File: src/rtl/theta_lock_monitor.sv
// Observer of the two-layer theta predictor: scores L1 spike phase against the
// L2 prediction once per gamma cycle, keeps per-slot leaky error averages and lock status.
module theta_lock_monitor #(
    parameter logic [7:0] TOL        = 8'd4,
    parameter logic [7:0] UNLOCK_TOL = 8'd16,
    parameter logic [7:0] LOCK_CNT   = 8'd16,
    parameter logic [7:0] WARMUP_CYC = 8'd4,
    parameter int         AVG_SHIFT  = 3,
    parameter logic [7:0] MISS_ERR   = 8'd255
) (
    input  logic        clk,
    input  logic        rst_n,
    input  logic        en,
    input  logic        cycle_start,
    input  logic        fired_L1,
    input  logic [7:0]  phase_L1,
    input  logic [7:0]  pred_L2,
    input  logic [2:0]  theta_in,
    input  logic [2:0]  sel_slot,
    output logic        eval_valid,
    output logic [7:0]  err_last,
    output logic [7:0]  err_avg_sel,
    output logic [7:0]  streak,
    output logic [15:0] miss_cnt,
    output logic        locked,
    output logic        lock_pulse,
    output logic        unlock_pulse
);

    typedef enum logic [1:0] {
        S_IDLE   = 2'd0,
        S_WARMUP = 2'd1,
        S_TRACK  = 2'd2,
        S_LOCKED = 2'd3
    } state_t;

    state_t      state_reg, state_next;
    logic        cap_valid_reg, cap_valid_next;
    logic [7:0]  cap_phase_reg, cap_phase_next;
    logic [7:0]  warm_cnt_reg, warm_cnt_next;
    logic [7:0]  streak_next;
    logic [15:0] miss_cnt_next;
    logic [7:0]  err_last_next;
    logic        eval_valid_next;
    logic        lock_pulse_next;
    logic        unlock_pulse_next;

    logic [7:0]  avg_reg [8];
    logic [7:0]  avg_cur;
    logic [8:0]  avg_sum;
    logic [7:0]  avg_upd;

    logic        do_eval;
    logic [7:0]  err_now;
    logic        err_good;
    logic        err_drop;
    logic [7:0]  streak_inc;

    // Evaluation closes the cycle using the capture from before this edge.
    assign do_eval = en && cycle_start && (state_reg != S_IDLE);

    always_comb begin
        err_now = MISS_ERR;
        if (cap_valid_reg) begin
            if (cap_phase_reg >= pred_L2)
                err_now = cap_phase_reg - pred_L2;
            else
                err_now = pred_L2 - cap_phase_reg;
        end
    end

    assign err_good   = (err_now <= TOL);
    assign err_drop   = (err_now > UNLOCK_TOL);
    assign streak_inc = (streak == 8'hFF) ? 8'hFF : streak + 8'd1;

    // Leaky average; the sum cannot exceed 255 but is clamped for any AVG_SHIFT.
    assign avg_cur = avg_reg[theta_in];
    assign avg_sum = {1'b0, avg_cur - (avg_cur >> AVG_SHIFT)} + {1'b0, err_now >> AVG_SHIFT};
    assign avg_upd = avg_sum[8] ? 8'hFF : avg_sum[7:0];

    // A spike on the cycle_start clock opens the new cycle's capture.
    always_comb begin
        cap_valid_next = cap_valid_reg;
        cap_phase_next = cap_phase_reg;
        if (!en) begin
            cap_valid_next = 1'b0;
        end else if (cycle_start) begin
            cap_valid_next = fired_L1;
            if (fired_L1)
                cap_phase_next = phase_L1;
        end else if (fired_L1 && !cap_valid_reg) begin
            cap_valid_next = 1'b1;
            cap_phase_next = phase_L1;
        end
    end

    always_comb begin
        state_next        = state_reg;
        warm_cnt_next     = warm_cnt_reg;
        streak_next       = streak;
        miss_cnt_next     = miss_cnt;
        err_last_next     = err_last;
        eval_valid_next   = 1'b0;
        lock_pulse_next   = 1'b0;
        unlock_pulse_next = 1'b0;

        if (!en) begin
            state_next    = S_IDLE;
            streak_next   = 8'd0;
            warm_cnt_next = 8'd0;
        end else if (state_reg == S_IDLE) begin
            state_next    = S_WARMUP;
            streak_next   = 8'd0;
            warm_cnt_next = 8'd0;
        end else if (cycle_start) begin
            eval_valid_next = 1'b1;
            err_last_next   = err_now;
            if (!cap_valid_reg && miss_cnt != 16'hFFFF)
                miss_cnt_next = miss_cnt + 16'd1;

            if (state_reg == S_WARMUP) begin
                streak_next = 8'd0;
                if (warm_cnt_reg + 8'd1 >= WARMUP_CYC) begin
                    state_next    = S_TRACK;
                    warm_cnt_next = 8'd0;
                end else begin
                    warm_cnt_next = warm_cnt_reg + 8'd1;
                end
            end else if (state_reg == S_TRACK) begin
                if (err_good) begin
                    streak_next = streak_inc;
                    if (streak_inc >= LOCK_CNT) begin
                        state_next      = S_LOCKED;
                        lock_pulse_next = 1'b1;
                    end
                end else begin
                    streak_next = 8'd0;
                end
            end else begin
                // LOCKED: moderate errors only clear the streak (hysteresis band).
                if (err_good) begin
                    streak_next = streak_inc;
                end else if (!err_drop) begin
                    streak_next = 8'd0;
                end else begin
                    streak_next       = 8'd0;
                    state_next        = S_TRACK;
                    unlock_pulse_next = 1'b1;
                end
            end
        end
    end

    always_ff @(posedge clk or negedge rst_n) begin
        if (!rst_n) begin
            state_reg     <= S_IDLE;
            cap_valid_reg <= 1'b0;
            cap_phase_reg <= 8'd0;
            warm_cnt_reg  <= 8'd0;
            streak        <= 8'd0;
            miss_cnt      <= 16'd0;
            err_last      <= 8'd0;
            eval_valid    <= 1'b0;
            lock_pulse    <= 1'b0;
            unlock_pulse  <= 1'b0;
            locked        <= 1'b0;
        end else begin
            state_reg     <= state_next;
            cap_valid_reg <= cap_valid_next;
            cap_phase_reg <= cap_phase_next;
            warm_cnt_reg  <= warm_cnt_next;
            streak        <= streak_next;
            miss_cnt      <= miss_cnt_next;
            err_last      <= err_last_next;
            eval_valid    <= eval_valid_next;
            lock_pulse    <= lock_pulse_next;
            unlock_pulse  <= unlock_pulse_next;
            locked        <= (state_next == S_LOCKED);
        end
    end

    always_ff @(posedge clk or negedge rst_n) begin
        if (!rst_n) begin
            for (int i = 0; i < 8; i++)
                avg_reg[i] <= 8'hFF;
        end else if (do_eval) begin
            avg_reg[theta_in] <= avg_upd;
        end
    end

    // Readout sees the pre-update value when the selected slot is written this edge.
    always_ff @(posedge clk or negedge rst_n) begin
        if (!rst_n)
            err_avg_sel <= 8'd0;
        else
            err_avg_sel <= avg_reg[sel_slot];
    end

endmodule

File: config.mk
export PLATFORM = sky130hd
export DESIGN_NAME = theta_lock_monitor
export DESIGN_NICKNAME = d
export VERILOG_FILES = /design/src/rtl/theta_lock_monitor.sv
export SDC_FILE = /design/constraint.sdc
export NUM_CORES = 1
export LEC_CHECK = 0
export ABC_AREA = 1
export BUFFER_PORTS_ARGS = -buffer_cell sky130_fd_sc_hd__buf_2
export CORE_UTILIZATION = 40
export CTS_CLUSTER_DIAMETER = 60
export CTS_CLUSTER_SIZE = 25
export DETAILED_ROUTE_END_ITERATION = 10
export PLACE_DENSITY = 0.69
export SLEW_MARGIN = 20
export SYNTH_ARGS = -nofsm -noshare
export SYNTH_HDL_FRONTEND = slang
export SYNTH_SLANG_ARGS = --single-unit
File: constraint.sdc
create_clock -name clk -period 2.85 [get_ports clk]
set_input_delay 0.285 -clock clk [delete_from_list [all_inputs] [get_ports clk]]
set_output_delay 0.285 -clock clk [all_outputs]
set_load 0.05 [all_outputs]
After elaboration in Yosys (flattened, before gate mapping). Cells that the tools add are included.

$add $sub $neg: 7. Order comparisons: 8. Eq/ne operators: 9. Muxes and demuxes: 56. Bitwise operators: 3. Reductions and logical operators: 13.

Operator list (number): 2-to-1 mux 8 bit (22); bitwise mux 64 bit (1); binary-select mux 8 bit (select 3 bit) (2); demux 8 bit (select 3 bit) (1); 2-to-1 mux 1 bit (20); 2-to-1 mux 2 bit (10); adder 16 x 1 -> 16 bit, second input constant (1); adder 8 x 1 -> 8 bit, second input constant (2); != test 16 bit, second input constant (1); subtractor 8 bit (2); adder 8 x 5 -> 9 bit (1); != test 3 x 1 -> 1 bit, second input constant (3); equality test 8 bit, second input constant (1); greater-or-equal comparator 4 bit, second input constant (2); greater-or-equal comparator 8 x 3 -> 1 bit, second input constant (1); greater-or-equal comparator 8 x 5 -> 1 bit, second input constant (1); greater-or-equal comparator 8 bit (1); > comparator 8 x 5 -> 1 bit, second input constant (1); less-or-equal comparator 8 x 3 -> 1 bit, second input constant (1); inverter 3 -> 4 bit (2); subtractor 8 x 5 -> 8 bit (1); AND reduction 3 bit (2); logical AND 1 bit (5); equality test 2 bit, second input constant (2); 9 further kinds (10).

Register bits: 127. Input bits: 27. Output and inout port bits: 44. Logic and storage cells: 116.

Longest topological paths before layout.
Depth in word-level cells: 12. Mapped depth: 24.

Worst setup path after synthesis. OpenSTA, ideal clock, no wires.

Path kind: in2reg. Start point: in theta_in[0]. End point: reg avg_reg[56] (netlist bit). Library setup time: 0.077 ns. Arrival time: 3.303 ns. Setup slack: -0.530 ns. Cell stages on the path: 19. Cells stage by stage: buf_4 -> buf_2 -> nor3_1 -> inv_1 -> o22ai_1 -> a211oi_1 -> o2111ai_1 -> inv_1 -> ha_1 -> fa_1 -> fa_1 -> nor2_1 -> nor2_1 -> nand2_1 -> nand3_1 -> nand2_2 -> nand3_4 -> buf_6 -> a31oi_1.

Cells in the longest elaborated chain, start to end: 8.

RTL lines: from (decl) (RTL line 18) `input logic [2:0] theta_in,`; inverter 3 -> 4 bit (not written as such) * (RTL line 77, 187); binary-select mux 8 bit (select 3 bit) (RTL line 77) `assign avg_cur = avg_reg[theta_in];`; 2-to-1 mux 8 bit (not written as such) (2 in a row) (RTL line 77); subtractor 8 x 5 -> 8 bit (RTL line 78) `assign avg_sum = {1'b0, avg_cur - (avg_cur >> AVG_SHIFT)} + {1'b0, err_now >> AVG_SHIFT};`; adder 8 x 5 -> 9 bit (RTL line 78); 2-to-1 mux 8 bit (RTL line 79) `assign avg_upd = avg_sum[8] ? 8'hFF : avg_sum[7:0];`; bitwise mux 64 bit * (RTL line 187) `avg_reg[theta_in] <= avg_upd;`; to (signal, indexed assignment) (RTL line 187); to (decl) (RTL line 48) `logic [7:0] avg_reg [8];`.

Every way passes the cells marked *; elsewhere a longest branch is shown, timed or not. The select of a mux whose other input is x is not followed. A chain may end at the register's enable or synchronous reset.

Worst setup path after layout.
Start point: reg cap_phase_reg[5]. End point: reg avg_reg[27] (netlist bit).

Cells in the longest elaborated chain, start to end: 6.

RTL lines: from (decl) (RTL line 39) `logic [7:0] cap_phase_reg, cap_phase_next;`; from (signal assigned) (RTL line 170) `cap_phase_reg <= cap_phase_next;`; greater-or-equal comparator 8 bit (RTL line 65) `if (cap_phase_reg >= pred_L2)`; 2-to-1 mux 8 bit (RTL line 65); 2-to-1 mux 8 bit (RTL line 64) `if (cap_valid_reg) begin`; named net err_now[3] (RTL line 54) `logic [7:0] err_now;`; adder 8 x 5 -> 9 bit (RTL line 78); 2-to-1 mux 8 bit (RTL line 79); bitwise mux 64 bit (RTL line 187).

The timed path passes the listed nets, and every way through them passes these cells.

==> results.toml <==
[routing]
drtIter0Drc = 497
drt_pre_antenna_iters = 5
ant_nets = 0
viasPerCell = 5.16
wl_microns = 22100
vias = 7639
drc = 0
avgRoutedWirePerCell_microns = 14.9

[synth]
synth_area_sq_um = 7650
ys.flop_type = "dfstp_2"
syn_avg_cell_area_sq_um = 7.58
synth_cell_types = 48
synth-seq-area-share_pct = 42.6
syn-num-nets = 1068
synth-warning-count = 0
synth-edff-count = 0
synth-seq-cells = 127
netlist_instances = 1009
async_reset_ff_share_pct = 100

[grt]
grt_max_degree = 48
gr-total-overflow = 0
grt_pass1_wl_microns = 36100
track_usage_pct = 23.3
grt_pass1_vias = 7368
antenna_found_initial = 0

[timing]
drv_slew = 0
fmax_mhz = 315
rsz0062_at_grt = "true"
setup_viol = 64
fin_crit_ns = 3.17
fin_tns_setup_ns = -16.97
hold_violations = 0
fin_skew_ns = 0.0128
slew_headroom_pct = 45.4
worst_slew_pin_slew_ns = 0.818
setup_ws_ns = -0.323
min_period_over_period_pct = 111

[pwr]
vdd.ir_drop.worst_uv = 871
p_per_area_nw_per_um2 = 1140
p_clk_share_pct = 18.3
power_leakage_nw = 5.15
p_sw_mw = 5.24
pwr-share-seq_pct = 24.7
comb_power_share_pct = 56.9
p_int_mw = 6.74
finalPower_mw = 12.0
switching_share_pct = 43.7

[min_path]
holdPathEnd = "cap_phase_reg[7]$_DFFE_PN0P_"
hold_path.class = "input port to flip-flop"
hp-start = "phase_L1[7]"
whs_path_depth = 2

[clock_network]
cts.reportedPaths.clkPinSlew_ns = 0.06
htree_levels = 4
cts_tree = "yes"
clk_latency_ns = 0.43
cts-root-buf = "clkbuf_16"
cts_buffers = 17
cts.sinks = 127
clock_path_buffers = 2

[worst_setup_path]
rr_worst_depth = 21
endpoint_kind = "flip-flop"
rrSetupSlack_ns = -0.32
rr_endpoint = "avg_reg[27]$_DFFE_PN1P_"
critPathKind = "flip-flop to flip-flop"
crit_path_start_kind = "flip-flop"
crit_fanout = 5
cpMostUsedCell = "nand2_1"
arrival_ns = 3.52
cp_slowest_stage_delay_ns = 0.38
worst-path-buf-inv = 3
crit_path_top_delay_cell = "dfrtp_1"
path_delay_family = "simple AND/OR/NAND/NOR gates"
cp.required_ns = 3.19
reg2reg_from = "cap_phase_reg[5]$_DFFE_PN0P_"
crit_chain = "ha_1, nand2_1, nand2_1, a21oi_4, nand3_4, buf_4, nor2_4, nor2_2, inv_2, ha_4, inv_2, fa_2, nor2_2, nor2_1, nand2_1, nand3_2, nand2_4, nand3_2, nand2_2, nand2_1, o21ai_0"

[final_layout]
multi_input_area_sq_um = 4160
final_nets = 1293
syn2layout_area_growth_pct = 37.6
n_antenna_cell = 0
final_area_sq_um = 10500
largest_register_ffs = 64
layout-drive-gt1-share_pct = 35.0
n_fill_cell = 1674
fin_util_pct = 56.3
regArea_sq_um = 3260
final_cells = 1481

[run_status]
status = "finished with violations"
violations = "setup timing"

[die]
initial_core_util_pct = 40.9
coreArea_sq_um = 18700
dieArea_sq_um = 19700
ios = 71
die_width_microns = 140
die_h_microns = 140
rows = 50

[place]
dp_cells = 1434
port_buffers = 70
post_dp_cell_area_sq_um = 9390
place_hpwl_microns = 15600
gp_congestion = 0.917

[job]
maxCapViolCount = 0
-- how the worst max path moves through the flow --
stage	slack, ns	endpoint	startpoint	cells past startpoint
final	-0.32	avg_reg[27]$_DFFE_PN1P_	cap_phase_reg[5]$_DFFE_PN0P_	21
after global routing	-0.56	avg_reg[26]$_DFFE_PN1P_	cap_phase_reg[5]$_DFFE_PN0P_	21
after CTS	-0.36	avg_reg[56]$_DFFE_PN1P_	cap_phase_reg[0]$_DFFE_PN0P_	23
after detailed placement	-0.74	avg_reg[27]$_DFFE_PN1P_	theta_in[2]	21
after global placement	-0.68	avg_reg[27]$_DFFE_PN1P_	theta_in[0]	22
after floorplan	-0.28	avg_reg[56]$_DFFE_PN1P_	theta_in[0]	21
-- stage by stage --
| stage | hold slack (ns) | setup slack [ns] |
|---|---|---|
| 6_report | 0.0909 | -0.323 |
| 3_3_place_gp | 0.339 | -0.683 |
| 5_1_grt | 0.0829 | -0.559 |
| 2_1_floorplan | -0.0106 | -0.282 |
| 3_5_place_dp | 0.339 | -0.737 |
| 4_1_cts | 0.0790 | -0.362 |
-- power groups by stage --
stage	sequential [mW]	clock (mW)	combinational, mW
after CTS	2.95	2.23	6.25
final	2.96	2.20	6.82
after global placement	2.95	0	5.49
after detailed placement	2.97	0	5.56
after global routing	3.03	2.32	7.38
after floorplan	3.27	0	2.94
-- cells by family after synthesis --
kind of cell             synth area share, %
AO/OA/AOI/OAI                           14.8
adder cells (fa/ha/maj)                 5.63
XOR/XNOR                                2.85
buffers and inverters                   9.36
AND/OR/NAND/NOR                         24.6
multiplexers                           0.147
flip-flops                              42.6
-- worst reg2reg max path, delay by kind of cell, from the launching register on --
family | cells | cell delay, ns
AND/OR/NAND/NOR | 13 | 1.36
adder cells (fa/ha/maj) | 3 | 0.81
buffers and inverters | 3 | 0.29
AO/OA/AOI/OAI | 2 | 0.27
flip-flops | 1 | 0.38
-- Yosys cell counts (2+ instances only) --
| cell type | count | share of area, % |
|---|---|---|
| nand3_2 | 5 | 0.65 |
| inv_2 | 5 | 0.25 |
| clkbuf_1 | 21 | 1.0 |
| a221oi_1 | 6 | 0.69 |
| a21oi_1 | 53 | 3.5 |
| nor2_1 | 84 | 4.1 |
| o21ai_0 | 82 | 5.4 |
| nand3b_1 | 3 | 0.29 |
| nand4_1 | 6 | 0.49 |
| xnor2_1 | 6 | 0.69 |
| xor2_1 | 17 | 1.9 |
| nand3_1 | 42 | 2.7 |
| o211ai_1 | 4 | 0.39 |
| a211oi_1 | 3 | 0.29 |
| nand2_1 | 268 | 13 |
| buf_6 | 3 | 0.44 |
| and2_0 | 2 | 0.16 |
| buf_2 | 5 | 0.33 |
| nor3_1 | 10 | 0.65 |
| inv_1 | 146 | 7.2 |
| a31oi_1 | 21 | 1.7 |
| dfrtp_1 | 63 | 21 |
| nor2_2 | 5 | 0.41 |
| o2111ai_1 | 3 | 0.34 |
| o22ai_1 | 15 | 1.2 |
| fa_1 | 4 | 1.0 |
| nor3_2 | 6 | 0.79 |
| ha_1 | 28 | 4.6 |
| o21ai_1 | 4 | 0.26 |
| a22oi_1 | 2 | 0.20 |
| dfstp_2 | 64 | 22 |
| nand2_2 | 6 | 0.49 |
| o21a_1 | 2 | 0.20 |
-- layer usage --
metal / share of wire [%] / vias to the layer above / GRT usage, %
li1: - / 3715 / -
met1: 45 / 3638 / 30.9
met2: 48 / 241 / 38.8
met3: 5.1 / 45 / 3.59
met4: 2.3 / 0 / 8.33
met5: 0 / - / 0
-- repair_timing --
| action | in CTS | in global routing |
|---|---|---|
| endpoints found under the setup margin | 64 | 74 |
| buffers inserted | 10 | 3 |
| pin swaps | 17 | 30 |
| gates cloned | 1 | 0 |
| endpoints found under the hold margin | 8 | 0 |
| gates resized for setup | 48 | 51 |
| hold buffers | 1 | 0 |
-- layout make-up --
cell class,instances,share of cell area [%]
flip-flops and latches,127,31.0
clock buffers,21,4.38
well taps,234,2.78
repair buffers,236,15.6
clock inverters,11,1.24
multi-input cells,701,39.5
inverters,151,5.51
-- cell usage in the layout (no fill, tap or decap), types with 17 or more instances in the layout --
cell type / n
ha_1: 20
dfrtp_1: 63
o21ai_0: 66
clkbuf_16: 17
a21oi_1: 49
nand2_2: 17
inv_1: 139
nand3_1: 39
dfstp_2: 64
nor2_1: 79
buf_4: 162
buf_2: 68
nand2_1: 251
No activity file was read; power rests on OpenSTA's default activity.
